## src/rtl/multi_channel_com.sv

```systemverilog
// Multi-channel centre-of-mass engine: per-channel coordinate accumulation, frame snapshot,
// and one shared restoring divider producing floor-average x/y for every channel.
module multi_channel_com #(
   parameter int CHANNELS   = 2,
   parameter int H_WIDTH    = 11,
   parameter int V_WIDTH    = 10,
   parameter int HRES       = 1024,
   parameter int VRES       = 768,
   parameter int MIN_PIXELS = 16,
   localparam int CNT_W     = $clog2(HRES*VRES+1)
) (
   input  logic                        clk_in,
   input  logic                        rst_n_in,
   input  logic [H_WIDTH-1:0]          x_in,
   input  logic [V_WIDTH-1:0]          y_in,
   input  logic [CHANNELS-1:0]         valid_in,
   input  logic                        tabulate_in,
   output logic [CHANNELS*H_WIDTH-1:0] x_out,
   output logic [CHANNELS*V_WIDTH-1:0] y_out,
   output logic [CHANNELS*CNT_W-1:0]   count_out,
   output logic [CHANNELS-1:0]         found_out,
   output logic                        valid_out,
   output logic                        busy_out,
   output logic                        overrun_out
);
   localparam int SXW  = CNT_W + H_WIDTH;
   localparam int SYW  = CNT_W + V_WIDTH;
   localparam int CH_W = (CHANNELS > 1) ? $clog2(CHANNELS) : 1;
   localparam int BC_W = $clog2(H_WIDTH + 1);
   localparam logic [CNT_W-1:0] MIN_CNT = CNT_W'(MIN_PIXELS);
   localparam logic [CH_W-1:0]  LAST_CH = CH_W'(CHANNELS - 1);

   typedef enum logic [2:0] {IDLE, LOAD, DIV_X, DIV_Y, NEXT, DONE} state_t;
   state_t state, state_n;

   logic [SXW-1:0]     acc_x [CHANNELS];
   logic [SXW-1:0]     snap_x [CHANNELS];
   logic [SYW-1:0]     acc_y [CHANNELS];
   logic [SYW-1:0]     snap_y [CHANNELS];
   logic [CNT_W-1:0]   acc_cnt [CHANNELS];
   logic [CNT_W-1:0]   snap_cnt [CHANNELS];
   logic [CNT_W-1:0]   stg_cnt [CHANNELS];
   logic [H_WIDTH-1:0] stg_x [CHANNELS];
   logic [V_WIDTH-1:0] stg_y [CHANNELS];
   logic [CHANNELS-1:0] stg_found;

   logic [CH_W-1:0]    ch;
   logic [BC_W-1:0]    bit_cnt;
   logic [CNT_W-1:0]   rem, divisor, rem_nx;
   logic [CNT_W:0]     rem_sh;
   logic [H_WIDTH-1:0] div_lo, res_x, quo_nx;
   logic [H_WIDTH-2:0] quo;
   logic [V_WIDTH-1:0] res_y;
   logic               ch_found, in_range, skip, last_bit, ge;

   assign in_range = (32'(x_in) < HRES) && (32'(y_in) < VRES);
   assign skip     = (snap_cnt[ch] < MIN_CNT) || (snap_cnt[ch] == '0);
   assign last_bit = (bit_cnt == '0);
   assign busy_out = (state != IDLE);

   // One restoring step: bring in the next dividend bit, subtract when it fits.
   assign rem_sh = {rem, div_lo[H_WIDTH-1]};
   assign ge     = (rem_sh >= {1'b0, divisor});
   assign rem_nx = ge ? CNT_W'(rem_sh - {1'b0, divisor}) : rem_sh[CNT_W-1:0];
   assign quo_nx = {quo, ge};

   always_ff @(posedge clk_in or negedge rst_n_in) begin
      if (!rst_n_in) state <= IDLE;
      else           state <= state_n;
   end

   always_comb begin
      state_n = state;
      case (state)
         IDLE:    state_n = IDLE;
         LOAD:    state_n = skip ? NEXT : DIV_X;
         DIV_X:   if (last_bit) state_n = DIV_Y;
         DIV_Y:   if (last_bit) state_n = NEXT;
         NEXT:    state_n = (ch == LAST_CH) ? DONE : LOAD;
         DONE:    state_n = IDLE;
         default: state_n = IDLE;
      endcase
      // A frame boundary always restarts the sweep, abandoning any work in flight.
      if (tabulate_in) state_n = LOAD;
   end

   always_ff @(posedge clk_in or negedge rst_n_in) begin
      if (!rst_n_in) begin
         for (int c = 0; c < CHANNELS; c++) begin
            acc_x[c]    <= '0;
            acc_y[c]    <= '0;
            acc_cnt[c]  <= '0;
            snap_x[c]   <= '0;
            snap_y[c]   <= '0;
            snap_cnt[c] <= '0;
         end
      end else begin
         for (int c = 0; c < CHANNELS; c++) begin
            if (tabulate_in) begin
               snap_x[c]   <= acc_x[c];
               snap_y[c]   <= acc_y[c];
               snap_cnt[c] <= acc_cnt[c];
               acc_x[c]    <= (valid_in[c] && in_range) ? SXW'(x_in) : '0;
               acc_y[c]    <= (valid_in[c] && in_range) ? SYW'(y_in) : '0;
               acc_cnt[c]  <= (valid_in[c] && in_range) ? CNT_W'(1) : '0;
            end else if (valid_in[c] && in_range) begin
               acc_x[c]    <= acc_x[c] + SXW'(x_in);
               acc_y[c]    <= acc_y[c] + SYW'(y_in);
               acc_cnt[c]  <= acc_cnt[c] + CNT_W'(1);
            end
         end
      end
   end

   always_ff @(posedge clk_in or negedge rst_n_in) begin
      if (!rst_n_in) begin
         ch          <= '0;
         bit_cnt     <= '0;
         rem         <= '0;
         divisor     <= '0;
         div_lo      <= '0;
         quo         <= '0;
         res_x       <= '0;
         res_y       <= '0;
         ch_found    <= 1'b0;
         stg_found   <= '0;
         x_out       <= '0;
         y_out       <= '0;
         count_out   <= '0;
         found_out   <= '0;
         valid_out   <= 1'b0;
         overrun_out <= 1'b0;
         for (int c = 0; c < CHANNELS; c++) begin
            stg_x[c]   <= '0;
            stg_y[c]   <= '0;
            stg_cnt[c] <= '0;
         end
      end else begin
         valid_out   <= 1'b0;
         overrun_out <= tabulate_in && (state != IDLE) && (state != DONE);
         case (state)
            LOAD: begin
               ch_found <= !skip;
               divisor  <= snap_cnt[ch];
               rem      <= snap_x[ch][SXW-1:H_WIDTH];
               div_lo   <= snap_x[ch][H_WIDTH-1:0];
               bit_cnt  <= BC_W'(H_WIDTH - 1);
            end
            DIV_X: begin
               quo <= quo_nx[H_WIDTH-2:0];
               if (last_bit) begin
                  res_x   <= quo_nx;
                  rem     <= snap_y[ch][SYW-1:V_WIDTH];
                  div_lo  <= H_WIDTH'(snap_y[ch][V_WIDTH-1:0]) << (H_WIDTH - V_WIDTH);
                  bit_cnt <= BC_W'(V_WIDTH - 1);
               end else begin
                  rem     <= rem_nx;
                  div_lo  <= div_lo << 1;
                  bit_cnt <= bit_cnt - BC_W'(1);
               end
            end
            DIV_Y: begin
               quo     <= quo_nx[H_WIDTH-2:0];
               rem     <= rem_nx;
               div_lo  <= div_lo << 1;
               bit_cnt <= bit_cnt - BC_W'(1);
               if (last_bit) res_y <= quo_nx[V_WIDTH-1:0];
            end
            NEXT: begin
               // Skipped channels carry the currently published centre forward.
               stg_cnt[ch]   <= snap_cnt[ch];
               stg_found[ch] <= ch_found;
               stg_x[ch]     <= ch_found ? res_x : x_out[ch*H_WIDTH +: H_WIDTH];
               stg_y[ch]     <= ch_found ? res_y : y_out[ch*V_WIDTH +: V_WIDTH];
               if (ch != LAST_CH) ch <= ch + CH_W'(1);
            end
            DONE: begin
               for (int c = 0; c < CHANNELS; c++) begin
                  x_out[c*H_WIDTH +: H_WIDTH]   <= stg_x[c];
                  y_out[c*V_WIDTH +: V_WIDTH]   <= stg_y[c];
                  count_out[c*CNT_W +: CNT_W]   <= stg_cnt[c];
               end
               found_out <= stg_found;
               valid_out <= 1'b1;
            end
            default: ;
         endcase
         if (tabulate_in) ch <= '0;
      end
   end
endmodule

```

## config.mk

```make
export PLATFORM = sky130hd
export DESIGN_NAME = multi_channel_com
export DESIGN_NICKNAME = d
export VERILOG_FILES = /design/src/rtl/multi_channel_com.sv
export SDC_FILE = /design/constraint.sdc
export NUM_CORES = 1
export LEC_CHECK = 0
export ABC_AREA = 1
export CORE_MARGIN = 8
export CORE_UTILIZATION = 56
export DETAILED_ROUTE_END_ITERATION = 8
export GPL_TIMING_DRIVEN = 0
export PLACE_DENSITY = 0.8
export RECOVER_POWER = 100
export SLEW_MARGIN = 20
export SYNTH_ARGS = -nofsm -noshare
export SYNTH_HDL_FRONTEND = slang
export SYNTH_SLANG_ARGS = --single-unit
```

## constraint.sdc

```tcl
create_clock -name clk_in -period 2 [get_ports clk_in]
set_clock_uncertainty 0.05 [all_clocks]
set_input_delay 0.4 -clock clk_in [delete_from_list [all_inputs] [get_ports clk_in]]
set_output_delay 0.4 -clock clk_in [all_outputs]
set_load 0.01 [all_outputs]
```

Yosys cells after proc, flatten, opt, wreduce, memory -nomap -nowiden
Cells that the tools add are included.
- bits in registers: 585
- bits in latches: 0
- bits in writable memories: 0
- memory bits (read-only): 0
- input port bits: 26
- word-level logic and storage cells: 143
- memories: 0
- add/sub/neg operators: 9
- multiply operators: 2
- div/mod/pow operators: 0
- order comparisons: 8
- equality and inequality tests: 8
- shift-type cells: 2
- mux-type cells: 58
- bitwise logic cells: 1
- reduce and logical (&&, ||, !) cells: 20
- operators with widths (cell ; count):
    $mux 31 ; 7
    $mux 30 ; 7
    $mux 20 ; 10
    $add 31x11->31 ; 2
    $add 30x10->30 ; 2
    $pmux 20 s3 ; 1
    $mux 11 ; 5
    $add 20x1->20 const B ; 2
    $bwmux 40 ; 1
    $mux 10 ; 4
    $pmux 11 s3 ; 1
    $bwmux 22 ; 1
    $shiftx 22x6->11 ; 1
    $ge 21x20->1 ; 1
    $bwmux 20 ; 1
    $demux 20 s1 ; 1
    $logic_not 20->1 ; 1
    $lt 20x5->1 const B ; 1
    $shiftx 20x6->10 ; 1
    $sub 20x20->20 ; 1
    $mux 3 ; 5
    $pmux 3 s4 ; 1
    $pmux 4 s3 ; 1
    $demux 11 s1 ; 1
    28 further kinds ; 49

Longest topological paths before layout
Gate-level depths: netlist of run 1.
- word-level depth: 9
- mapped depth: 15

Worst setup path before layout of run 1
No wires, ideal clock.
- path kind: in2reg
- start point: input y_in[0]
- end point: register acc_y[28] in the netlist's numbering
- library setup time: 120 ps
- arrival time: 1859 ps
- data required time: 1830 ps
- slack: -29 ps
- cell stages on the path: 13
- path buffers: 0
- cells stage by stage: ha_1 -> inv_1 -> fa_1 -> inv_1 -> nand3_1 -> nand2_1 -> nand3_1 -> o211ai_1 -> nand3_1 -> inv_1 -> nand2_1 -> o21ai_0 -> nor2_1
- word-level cells in the longest chain between the ends: 4
- ends and longest elaborated chain (element ; RTL line ; source):
    from (decl) ; 15 ; input logic [V_WIDTH-1:0] y_in,
    parallel branches: the longest is 4 deep, another holds $add 30x10->30 ; n/a ;
    to (signal, indexed assignment) ; 104 ; acc_y[c] <= (valid_in[c] && in_range) ? SYW'(y_in) : '0;
    to (signal, indexed assignment) ; 108 ; acc_y[c] <= acc_y[c] + SYW'(y_in);
    to (decl) ; 38 ; logic [SYW-1:0] acc_y [CHANNELS];
Several ways; the timed one is not identified. The select of a mux whose other input is x is not followed.
A chain may end at the register's enable or synchronous reset.

Final worst setup path of run 1
- start point: input tabulate_in
- end point: register acc_cnt[9] in the netlist's numbering
- word-level cells in the longest chain between the ends: 1
- ends and longest elaborated chain (element ; RTL line ; source):
    from (decl) ; 17 ; input logic tabulate_in,
    $mux 20 or $reduce_bool 2->1 (tied branches) ; n/a ;
    to (signal, indexed assignment) ; 105 ; acc_cnt[c] <= (valid_in[c] && in_range) ? CNT_W'(1) : '0;
    to (signal, indexed assignment) ; 109 ; acc_cnt[c] <= acc_cnt[c] + CNT_W'(1);
    to (decl) ; 40 ; logic [CNT_W-1:0] acc_cnt [CHANNELS];
Parallel ways exist; a longest one is shown, timed or not.

==> results.cfg, run 1 <==
[timing]
fin_ws_ns = -0.241
max-slew-margin-rel = 0.0892
final-setup-viol-count = 239
max_slew.worst_pin.slew_ns = 1.37
fin_crit_ns = 2.24
whs_ns = -0.379
clock.fmax_ghz = 0.446
hold_viol = 57
fin_crit_sh = 1.12
final_max_slew_viol_count = 0
rsz0062_at_grt = yes
final.setup.tns_ns = -18.40

[logic_synthesis]
synthCells = 3842
synth_nets = 3939
synth_flop_cell = dfrtp_1
synth.distinct_cells = 54
yosysSeqAreaShare = 0.491
synth_commonest_cells = nand2_1, dfrtp_1, o21ai_0, inv_1, nor2_1
syn_avg_cell_area_um2 = 7.76
synth_area_leaders = dfrtp_1, nand2_1, o21ai_0
yosys_warnings = 0
synth_seq_cells = 585
yosysMostFrequentCell = nand2_1
synth_top_area_frac = 0.491
netlist_area_um2 = 29800
synth_largest_area_cell = dfrtp_1
synth-edff-count = 0
async_flop_share = 1.00

[routing]
vias_per_cell = 6.00
post_drt_wl_per_cell_um = 22.3
drt_wl_total_um = 108000
drtAntennaViolNets = 0
drt_iter0_drc = 3323
vias = 29230
first_pass_iters = 6
drcViolationCount = 0

[worst_setup_path]
reg2reg_to = acc_y[48]
crit_arrival_ns = 2.75
worstPathRequired_ns = 2.51
reg2regPathDepth = 11
path_class = in2reg
regToRegStartpoint = acc_y[30]
crit_fanout = 10
rrSetupSlack_ns = -0.19
crit_path_end_kind = flop
cp-start-kind = input pin

[run_status]
violations = negative hold slack, negative setup slack
status = finished with violations

[floorplan]
io_pins = 113
die_w_um = 247
floorplan.initialDensity = 0.567
core_um2 = 52600
fp.dieH_um = 247
die_area_um2 = 60900
rows = 84

[clock_tree]
cts_tree = done
htreeDepth = 2
path_clk_slew_ns = 0.06
clk_latency_ns = 0.65
clk_path_buf_depth = 3
cts_buffers = 59
cts_sinks = 585
cts_root_buffer = clkbuf_16

[finish]
layoutNonFillerInstCount = 4870
nNetsFinal = 4241
area_growth_pct = 24.7
num_antenna_cells = 0
layout-drive-gt1-share = 0.187

[placed_design]
io_buffers = 111
gp_congestion = 0.991
place_ws_ns = -1.33
dpl.hpwl_um = 76800
place_inst = 4647

[worst_hold_path]
min_path_type = in2async

[grt]
grt_overflow = 0
grt_pass1_vias = 27681
grt_usage = 0.339
antenna_found_initial = 2
grt_pass1_wl_um = 160000
grt_max_degree = 100

[power]
p_per_area_nw_per_um2 = 1090
leakagePower_nw = 17.4
peakVddDrop_v = 0.000794

[run]
cap_violations = 0
## power by group
group / leakage, nW / switching (mW) / internal, mW
sequential: 7.94 / 1.35 / 13.5
combinational: 8.49 / 9.10 / 5.74
clock: 0.922 / 4.82 / 6.21
total: 17.4 / 15.3 / 25.4
## worst max-delay path, stage by stage
cell      delay (ns)
buf_2           0.23
inv_1           0.20
clkbuf_1        0.50
clkbuf_1        0.90
o21ai_0         0.30
a21oi_1         0.21
## sequential cells by signal, indices dropped and copies added, names as in the netlist, 10 cells and up
| name | cells |
|---|---|
| acc_y | 60 |
| divisor | 20 |
| res_x | 11 |
| acc_cnt | 40 |
| snap_y | 60 |
| stg_y | 20 |
| acc_x | 62 |
| snap_cnt | 40 |
| quo | 10 |
| stg_cnt | 40 |
| y_out | 20 |
| rem | 20 |
| count_out | 40 |
| stg_x | 22 |
| div_lo | 11 |
| res_y | 10 |
| snap_x | 62 |
| x_out | 22 |
## how the worst max path moves through the flow
stage | start | endpoint | slack [ns] | cells past startpoint
CTS | divisor[13] | rem[15] | -0.12 | 13
global placement | rst_n_in | y_out[17] | -25.56 | 1
global route | acc_y[30] | acc_y[48] | -0.27 | 11
detailed placement | y_in[8] | acc_x[58] | -1.33 | 7
floorplan | y_in[0] | acc_y[28] | -0.02 | 13
finish | tabulate_in | acc_cnt[9] | -0.24 | 6
## cell type report
class,count,area (um^2)
flip-flops and latches,585,14700
clock inverters,23,259
repair buffers,243,2200
plain buffers,162,838
multi-input cells,2655,15100
fillers,4061,15400
clock buffers,76,1590
inverters,438,1660
well taps,688,861
## per-stage QoR
stage	instance area (um^2)	power, mW	utilization
2_1_floorplan	29800	21.3	-
3_3_place_gp	31800	25.4	0.605
3_5_place_dp	32000	25.6	0.608
4_1_cts	35700	38.9	0.679
5_1_grt	37200	42.3	0.707
6_report	37200	40.7	0.707
## metal layers
metal / global-route usage / share of wire
met3: 0.0647 / 0.090
met2: 0.530 / 0.46
met5: 0 / 0.00017
met4: 0.208 / 0.070
met1: 0.434 / 0.38
## logic make-up after synthesis
group / share of synthesized area
fa+ha+maj: 0.0311
flops: 0.491
simple gates: 0.248
xor+xnor: 0.0126
compound gates: 0.137
buf+inv: 0.0801
## timing repair
item / 4_1_cts / 5_1_grt
gates cloned: 3 / 3
setup endpoints to repair: 398 / 310
pin swaps: 75 / 114
hold endpoints to repair: 57 / 57
gates resized for setup: 466 / 345
setup buffers: 62 / 61
## cells in the final DEF, fill, tap and decap left out, types with 55 or more instances in the layout
cell	count
o21ai_0	374
dfrtp_1	557
nand2_1	1138
o21ai_1	68
clkbuf_16	62
dlygate4sd2_1	86
ha_4	55
nand4_1	65
nand2_2	63
clkbuf_1	89
buf_4	114
nor2_1	157
nand3_1	101
inv_1	383
a21oi_1	130
(Power assumes the default switching activity.)
==> run 2, diff against run 1 <==
--- a/config.mk
+++ b/config.mk
@@ -6,6 +6,7 @@
 export NUM_CORES = 1
 export LEC_CHECK = 0
 export ABC_AREA = 1
+export CAP_MARGIN = 40
 export CORE_MARGIN = 8
 export CORE_UTILIZATION = 56
 export DETAILED_ROUTE_END_ITERATION = 8
==> run 2 against run 1 <==
The run still ends with negative hold slack, negative setup slack left. Clock power rose by 15%. Worst setup slack worse by 0.11 ns. Hold slack better by 0.013 ns. Routed wire length about the same. Maximum frequency decreased by 4.9%. Highest routed layer is now met4. Global-route usage increased by 0.24 points. Flip-flop and latch count is the same. Critical path depth grew 1.
==> results.cfg, run 2 (synthesis gave the netlist of run 1 again) <==
[run_status]
status = finished with violations
violations = negative hold slack, negative setup slack

[timing]
rsz0062_at_grt = yes
max-slew-margin-rel = 0.0709
fin_crit_ns = 2.36
final_max_slew_viol_count = 0
fin_crit_sh = 1.18
fin_ws_ns = -0.355
hold_viol = 57
max_slew.worst_pin.slew_ns = 1.39
clock.fmax_ghz = 0.425
final-setup-viol-count = 274
whs_ns = -0.366

[finish]
layoutNonFillerInstCount = 4877
finish.utilization = 0.711
layout-drive-gt1-share = 0.187
area_growth_pct = 25.4
nNetsFinal = 4232
layout_common_cells = nand2_1, dfrtp_1, inv_1, o21ai_0, nor2_1
finalInstanceArea_um2 = 37400
nFillCells = 4041
final_common_cell = nand2_1
reg_top3 = acc_x: 62 flops, snap_x: 62 flops

[power]
peakVddDrop_v = 0.000712
netSwitchingFraction = 0.364
p_comb_frac = 0.341
pwr-share-clk = 0.302
p_per_area_nw_per_um2 = 1110
internal-power_mw = 26.5
leakagePower_nw = 17.5
p_switching_mw = 15.1
p_seq_frac = 0.357

[floorplan]
io_pins = 113
fp.dieH_um = 247
die_w_um = 247
die_area_um2 = 60900
rows = 84
core_um2 = 52600
floorplan.initialDensity = 0.567

[worst_setup_path]
reg2reg_to = rem[12]
worstPathRequired_ns = 2.44
path_class = reg2reg
crit_fanout = 10
cp-start-kind = flop
regToRegStartpoint = state[2]
crit_arrival_ns = 2.79
reg2regPathDepth = 7
rrSetupSlack_ns = -0.36
crit_path_end_kind = flop

[clock_tree]
cts_tree = done
cts_root_buffer = clkbuf_16
path_clk_slew_ns = 0.07
cts_sinks = 585
cts_buffers = 61
clk_latency_ns = 0.64
clk_path_buf_depth = 3
htreeDepth = 2

[placed_design]
placed_area_um2 = 32000
dpl.hpwl_um = 77000
io_buffers = 111
place_inst = 4653
gp_congestion = 0.991
place_ws_ns = -1.34

[routing]
vias_per_cell = 5.99
drt_wl_total_um = 108000
vias = 29208
drcViolationCount = 0
first_pass_iters = 9
post_drt_wl_per_cell_um = 22.2
drtAntennaViolNets = 0
drt_iter0_drc = 3289

[grt]
grt_overflow = 0
grt_max_degree = 100
grt_pass1_wl_um = 160000
grt_usage = 0.341
grt_pass1_vias = 27885
antenna_found_initial = 3

[run]
cap_violations = 0

[worst_hold_path]
min_path_type = in2async
==> run 2: cell types whose count changed in the layout (fill, tap and decap cells not counted), sizes merged, moves of 3 or more <==
cell / delta
bufinv: +7
diode: +3
clkbuf: +7
clkinv: +3
buf: -10
==> run 2: what timing repair did <==
item,CTS,global route
pin swaps,56,132
hold endpoints to repair,57,57
gates cloned,3,5
gates resized for setup,405,366
endpoints found under the setup margin,392,321
setup buffers,45,59
==> run 2: layer usage <==
metal / GRT usage / vias to the layer above / share of wire
met1: 0.432 / 14079 / 0.37
met2: 0.534 / 1628 / 0.45
met3: 0.0762 / 422 / 0.099
met4: 0.206 / 0 / 0.075
li1: - / 13079 / -
met5: 0 / - / 0
==> run 2: per-stage QoR <==
step / hold slack [ns] / setup TNS (ns) / total power, mW
2_1_floorplan: 0.0544 / -0.0214 / 21.3
3_3_place_gp: 0.401 / - / 25.4
3_5_place_dp: 0.314 / -311.25 / 25.6
4_1_cts: -0.331 / -2.32 / 39.8
5_1_grt: -0.328 / -58.84 / 43.3
6_report: -0.366 / -20.06 / 41.6
==> run 2: worst max path at each step <==
stage	depth (start not counted)	endpoint	slack, ns	start
floorplan	13	acc_y[28]	-0.02	y_in[0]
global placement	1	y_out[17]	-25.56	rst_n_in
detailed placement	7	acc_x[58]	-1.34	y_in[8]
CTS	14	rem[15]	-0.13	divisor[4]
global route	11	rem[12]	-0.41	bit_cnt[0]
finish	7	rem[12]	-0.36	state[2]
==> run 2: area by class of cell <==
class / instances / area (um^2) / area share
timing repair buffer: 233 / 2150 / 0.0575
buffer: 162 / 851 / 0.0228
sequential: 585 / 14700 / 0.393
multi-input combinational: 2654 / 15000 / 0.400
tap: 688 / 861 / 0.0230
antenna: 3 / 7.51 / 0.000201
clock inverter: 34 / 505 / 0.0135
clock buffer: 80 / 1700 / 0.0455
inverter: 438 / 1660 / 0.0445
==> run 2: critical path, stage by stage (launching register included) <==
cell      delay (ns)
dfrtp_2         0.45
inv_1           0.16
nand2_4         0.13
inv_2           0.16
clkbuf_2        0.35
o22ai_1         0.17
a211oi_1        0.58
a21oi_2         0.15
==> run 2: power groups by stage <==
stage	combinational, mW	clock (mW)	sequential [mW]
floorplan	6.68	0	14.7
global placement	10.6	0	14.8
detailed placement	10.8	0	14.8
CTS	12.5	12.6	14.7
global route	15.3	13.0	15.0
finish	14.2	12.6	14.8
